==> src/rtl/write_decoder_regfile_16_if.sv <==
// Write/clear request and dual read-port bundle for the 16-entry register file.
// master drives requests and read IDs; slave returns ready, busy, wordline and read data.
interface write_decoder_regfile_16_if #(
  parameter int DATA_W = 16
);
  logic              wr_valid;
  logic              wr_ready;
  logic [3:0]        wr_regid;
  logic [DATA_W-1:0] wr_data;
  logic              clr_req;
  logic              busy;
  logic [15:0]       wordline;
  logic [3:0]        rd_regid_a;
  logic [DATA_W-1:0] rd_data_a;
  logic [3:0]        rd_regid_b;
  logic [DATA_W-1:0] rd_data_b;

  modport master (
    output wr_valid, wr_regid, wr_data, clr_req, rd_regid_a, rd_regid_b,
    input  wr_ready, busy, wordline, rd_data_a, rd_data_b
  );

  modport slave (
    input  wr_valid, wr_regid, wr_data, clr_req, rd_regid_a, rd_regid_b,
    output wr_ready, busy, wordline, rd_data_a, rd_data_b
  );
endinterface

==> src/rtl/write_decoder_regfile_16.sv <==
// 16-entry register file write side: one-hot wordline decode, 1-cycle commit, 16-cycle sweep-clear.
// Reads are combinational with write bypass; wr_ready drops while clearing or when clr_req is seen.
module write_decoder_regfile_16 #(
  parameter int DATA_W  = 16,
  parameter bit ZERO_R0 = 1'b1
) (
  input  logic                       clk,
  input  logic                       rst,
  write_decoder_regfile_16_if.slave  bus
);
  typedef enum logic {IDLE, CLEAR} state_t;

  state_t            state;
  logic [3:0]        cnt;
  logic              busy_q;
  logic [15:0]       wordline_q;
  logic [DATA_W-1:0] regs [16];

  logic accept;
  logic commit;

  assign bus.wr_ready = (state == IDLE) && !bus.clr_req;
  assign accept       = bus.wr_valid && bus.wr_ready;
  // r0 writes still handshake and pulse the wordline, but never land in the array
  assign commit       = accept && !(ZERO_R0 && (bus.wr_regid == 4'h0));
  assign bus.busy     = busy_q;
  assign bus.wordline = wordline_q;

  always_comb begin
    bus.rd_data_a = regs[bus.rd_regid_a];
    if ((state == CLEAR) && (bus.rd_regid_a == cnt)) bus.rd_data_a = '0;
    if (commit && (bus.wr_regid == bus.rd_regid_a))  bus.rd_data_a = bus.wr_data;
  end

  always_comb begin
    bus.rd_data_b = regs[bus.rd_regid_b];
    if ((state == CLEAR) && (bus.rd_regid_b == cnt)) bus.rd_data_b = '0;
    if (commit && (bus.wr_regid == bus.rd_regid_b))  bus.rd_data_b = bus.wr_data;
  end

  // wordline is loaded one edge ahead during the sweep so it lines up with busy and cnt
  always_ff @(posedge clk) begin
    if (rst) begin
      state      <= IDLE;
      cnt        <= 4'h0;
      busy_q     <= 1'b0;
      wordline_q <= 16'h0000;
      for (int i = 0; i < 16; i++) regs[i] <= '0;
    end else begin
      case (state)
        IDLE: begin
          if (bus.clr_req) begin
            state      <= CLEAR;
            busy_q     <= 1'b1;
            cnt        <= 4'h0;
            wordline_q <= 16'h0001;
          end else begin
            wordline_q <= accept ? (16'h0001 << bus.wr_regid) : 16'h0000;
          end
          if (commit) regs[bus.wr_regid] <= bus.wr_data;
        end
        CLEAR: begin
          regs[cnt] <= '0;
          cnt       <= cnt + 4'd1;
          if (cnt == 4'hF) begin
            state      <= IDLE;
            busy_q     <= 1'b0;
            wordline_q <= 16'h0000;
          end else begin
            wordline_q <= 16'h0001 << (cnt + 4'd1);
          end
        end
        default: state <= IDLE;
      endcase
    end
  end
endmodule

==> src/flat_wrapper.sv <==
// flat-port wrapper written by rule: the top's interface ports become plain ports
module write_decoder_regfile_16_flat 
#(
  parameter int DATA_W  = 16,
  parameter bit ZERO_R0 = 1'b1
)
  (clk, rst, bus_wr_valid, bus_wr_regid, bus_wr_data, bus_clr_req, bus_rd_regid_a, bus_rd_regid_b, bus_wr_ready, bus_busy, bus_wordline, bus_rd_data_a, bus_rd_data_b);
  write_decoder_regfile_16_if #(.DATA_W(DATA_W)) bus_i ();
  input  logic clk;
  input  logic rst;
  input wire logic [$bits(bus_i.wr_valid)-1:0] bus_wr_valid;
  input wire logic [$bits(bus_i.wr_regid)-1:0] bus_wr_regid;
  input wire logic [$bits(bus_i.wr_data)-1:0] bus_wr_data;
  input wire logic [$bits(bus_i.clr_req)-1:0] bus_clr_req;
  input wire logic [$bits(bus_i.rd_regid_a)-1:0] bus_rd_regid_a;
  input wire logic [$bits(bus_i.rd_regid_b)-1:0] bus_rd_regid_b;
  output wire logic [$bits(bus_i.wr_ready)-1:0] bus_wr_ready;
  output wire logic [$bits(bus_i.busy)-1:0] bus_busy;
  output wire logic [$bits(bus_i.wordline)-1:0] bus_wordline;
  output wire logic [$bits(bus_i.rd_data_a)-1:0] bus_rd_data_a;
  output wire logic [$bits(bus_i.rd_data_b)-1:0] bus_rd_data_b;
  assign bus_i.wr_valid = bus_wr_valid;
  assign bus_i.wr_regid = bus_wr_regid;
  assign bus_i.wr_data = bus_wr_data;
  assign bus_i.clr_req = bus_clr_req;
  assign bus_i.rd_regid_a = bus_rd_regid_a;
  assign bus_i.rd_regid_b = bus_rd_regid_b;
  assign bus_wr_ready = bus_i.wr_ready;
  assign bus_busy = bus_i.busy;
  assign bus_wordline = bus_i.wordline;
  assign bus_rd_data_a = bus_i.rd_data_a;
  assign bus_rd_data_b = bus_i.rd_data_b;
  write_decoder_regfile_16 #(.DATA_W(DATA_W), .ZERO_R0(ZERO_R0)) u_core (.clk(clk), .rst(rst), .bus(bus_i));
endmodule
==> config.mk <==
export PLATFORM = sky130hd
export DESIGN_NAME = write_decoder_regfile_16_flat
export DESIGN_NICKNAME = d
export VERILOG_FILES = /design/src/rtl/write_decoder_regfile_16_if.sv /design/src/rtl/write_decoder_regfile_16.sv /design/src/flat_wrapper.sv
export SDC_FILE = /design/constraint.sdc
export NUM_CORES = 1
export LEC_CHECK = 0
export ABC_AREA = 0
export BUFFER_PORTS_ARGS = -buffer_cell sky130_fd_sc_hd__buf_2
export CORE_AREA = 2 2 167 169
export DETAILED_ROUTE_END_ITERATION = 10
export DIE_AREA = 0 0 169 171
export PLACE_DENSITY = 0.69
export SLEW_MARGIN = 20
export SYNTH_ARGS = -nofsm -noshare
export SYNTH_HDL_FRONTEND = slang
export SYNTH_SLANG_ARGS = --single-unit
==> constraint.sdc <==
create_clock -name clk -period 6.1 [get_ports clk]
set_input_delay 0.61 -clock clk [delete_from_list [all_inputs] [get_ports clk]]
set_output_delay 0.61 -clock clk [all_outputs]
set_load 0.03 [all_outputs]
==> reports/results.ini <==
[timing]
layout_setup_ws_ns = 1.977
hold_slack_ns = 0.4345
fin_worst_skew_ns = 0.01245
drv_slew = 0
hold_viol = 0
setup_viol = 0
tns_ns = 0
fin_crit_sh = 0.6759
slew_headroom = 0.2512
rsz0062_at_grt = no
tightest_slew_ns = 1.123
period_needed_ns = 4.123
fmax_ghz = 0.2425

[floorplan]
num_rows = 61
die_area_sq_um = 28900
dieHeight_microns = 171
coreArea_sq_um = 27320
pin_count = 82
initial_core_util = 0.5364
die_x_microns = 169

[critical_path]
endpoint_kind = output port
crit-reg2reg-launch = u_core.state$_SDFF_PP0_
crit_required_ns = 5.49
regToRegEndpoint = u_core.regs[7][0]$_SDFFCE_PN0P_
startpoint_type = register
r2r_setup_slack_ns = 2.33
worstPathMaxFanout = 21
r2r_cells = 5
cp.arrival_ns = 3.51
critPathKind = register to output port

[worst_hold_path]
hp-class = primary input to register
worstHoldStart = bus_clr_req
whs_path_depth = 4
min_to = u_core.cnt[3]$_SDFFE_PP0P_

[clocking]
h-tree-depth = 1
cts.sinks = 278
clk_path_buf_depth = 3
cts_hold_buf = 0
cts_root_buf = clkbuf_16
cts.clk_slew.worst_paths_ns = 0.06
clkLatencyLatePin_ns = 0.57
cts_resized = 0
cts_tree = yes
postCtsSetupBuffers = 0
numCtsBuffers = 30

[drt]
via_count = 10380
wl_per_cell_microns = 28.33
routed_wl_mm = 42.83
route.detailed.drc = 0
drt-initial-drc-count = 1186
viasPerCell = 6.865
dr.pass1.iters = 5
ant_nets = 0

[place]
finalWeightedCongestion = 0.8470
io_buffers = 81
pre_cts_ws_ns = 1.827
dp_hpwl_mm = 25.84

[yosys]
seq_area_frac_synth = 0.5546
synthCells = 1100
synth.area.top_cells = edfxtp_1, mux4_2, nor2_1
synth-edff-count = 256
synth_top_area_share = 0.5245
syn-cell-area_sq_um = 14660
synthDistinctLibCells = 41
synthFlopType = edfxtp_1
async_flop_share = 0
ys_top_cells_by_count = nor2_1, edfxtp_1, mux4_2, a22oi_1, clkbuf_1
yosysWarnings = 0
synth.most_common_cell = nor2_1
yosys.area.top_type = edfxtp_1
synth_area_per_cell_sq_um = 13.32
yosys_register_bits = 278

[global_route]
grt.total_usage = 0.3006
grt_max_degree = 67
antenna_found_initial = 0
grt_pass1_wl_mm = 63.27
grt_overflow = 0
grt_pass1_vias = 10240

[final_layout]
multi_input_area_sq_um = 6096
seq_area_sq_um = 8128
final_util = 0.5946
drive_gt1_frac = 0.2461
num_antenna_cells = 0
syn2layout_area_growth_pct = 10.85
fillers = 2167
num-nets-final = 1181

[pwr]
internal_power_uw = 3461
leakagePower_uw = 0.005732
swShare = 0.2528
combPwrFrac = 0.131
p_seq_frac = 0.475
p_sw_uw = 1171
power.density_nw_per_um2 = 285.2
vdd_drop_max_mv = 0.1959
clkPwrFrac = 0.395

[run_status]
status = finished clean

[job]
cap_viol_max_count = 0

[per-layer routing]
layer	wire (microns)	up-vias	part of all wire	GRT usage
met5	0	-	0	0
met4	2241	0	0.052	0.1423
met3	4029	170	0.094	0.04927
met2	20690	635	0.48	0.4898
met1	15870	5249	0.37	0.4002
li1	-	4326	-	-
[worst max-delay path, stage by stage (launching register included)]
cell and delay [ns]:
dfxtp_1 0.53, or3b_1 0.57, nor4_1 0.41, and2_1 0.82
a22o_1 0.38, buf_2 0.24
[power by group through the flow]
stage | registers, uW | logic [uW] | clock network, uW
after global placement | 2230 | 587 | 0
after floorplan | 2220 | 411 | 0
after detailed placement | 2240 | 593 | 0
after global routing | 2210 | 635 | 1900
after CTS | 2200 | 596 | 1830
final | 2200 | 605 | 1830
[logic make-up after synthesis]
| group | count (synthesis) | share of synthesized area |
|---|---|---|
| multiplexers | 133 | 0.2002 |
| AND/OR/NAND/NOR | 412 | 0.1185 |
| flip-flops | 278 | 0.5546 |
| other | 1 | 0.0002559 |
| XOR/XNOR | 20 | 0.01195 |
| AO/OA/AOI/OAI | 141 | 0.07428 |
| adder cells (fa/ha/maj) | 5 | 0.004269 |
| buffers and inverters | 110 | 0.03594 |
[final cells by class]
type,instances,area share
clock buffers,35,0.04868
clock inverters,19,0.01155
inverters,4,0.0009242
multi-input cells,727,0.3752
flip-flops and latches,278,0.5003
well taps,346,0.02665
repair buffers,103,0.03666
[how the worst max path moves through the flow]
stage                                  startpoint                               end
final                     u_core.state$_SDFF_PP0_                 bus_rd_data_b[14]
after global routing      u_core.state$_SDFF_PP0_                 bus_rd_data_b[14]
after CTS                 u_core.state$_SDFF_PP0_                 bus_rd_data_b[14]
after detailed placement                      rst   u_core.regs[0][7]$_SDFFCE_PN0P_
after global placement                        rst  u_core.regs[0][10]$_SDFFCE_PN0P_
after floorplan                               rst  u_core.regs[15][0]$_SDFFCE_PN0P_
[flip-flops by register name (all words and copies together), names as in the netlist]
name and count:
u_core.bus.busy 1, u_core.cnt 4, u_core.regs 256, u_core.bus.wordline 16, u_core.state 1
[cells in the final DEF, fill, tap and decap left out, drive strengths merged, types with 2 or more instances in the layout]
cell type  count
a21o           8
a21oi          6
a22o          32
a22oi         64
a32oi         15
and2           6
and3           4
and4           3
buf          103
bufinv         4
clkbuf        35
clkinv        15
conb          16
dfxtp         22
edfxtp       256
ha             5
inv            4
mux2i          4
mux4         128
nand2         54
nand3         53
nand4          3
nor2         265
nor2b          8
nor3           2
nor3b          4
nor4           5
o21ai          9
o2bb2a         2
o31ai          2
or4            2
xnor2         10
xor2          10
[through the flow]
stage / std cells / area [sq um] / power [uW]
floorplan: 1115 / 14710 / 2631
global placement: 1457 / 15240 / 2819
detailed placement: 1457 / 15240 / 2830
CTS: 1511 / 16220 / 4627
global route: 1512 / 16250 / 4744
finish: 1512 / 16250 / 4633
(Power assumes the default switching activity.)
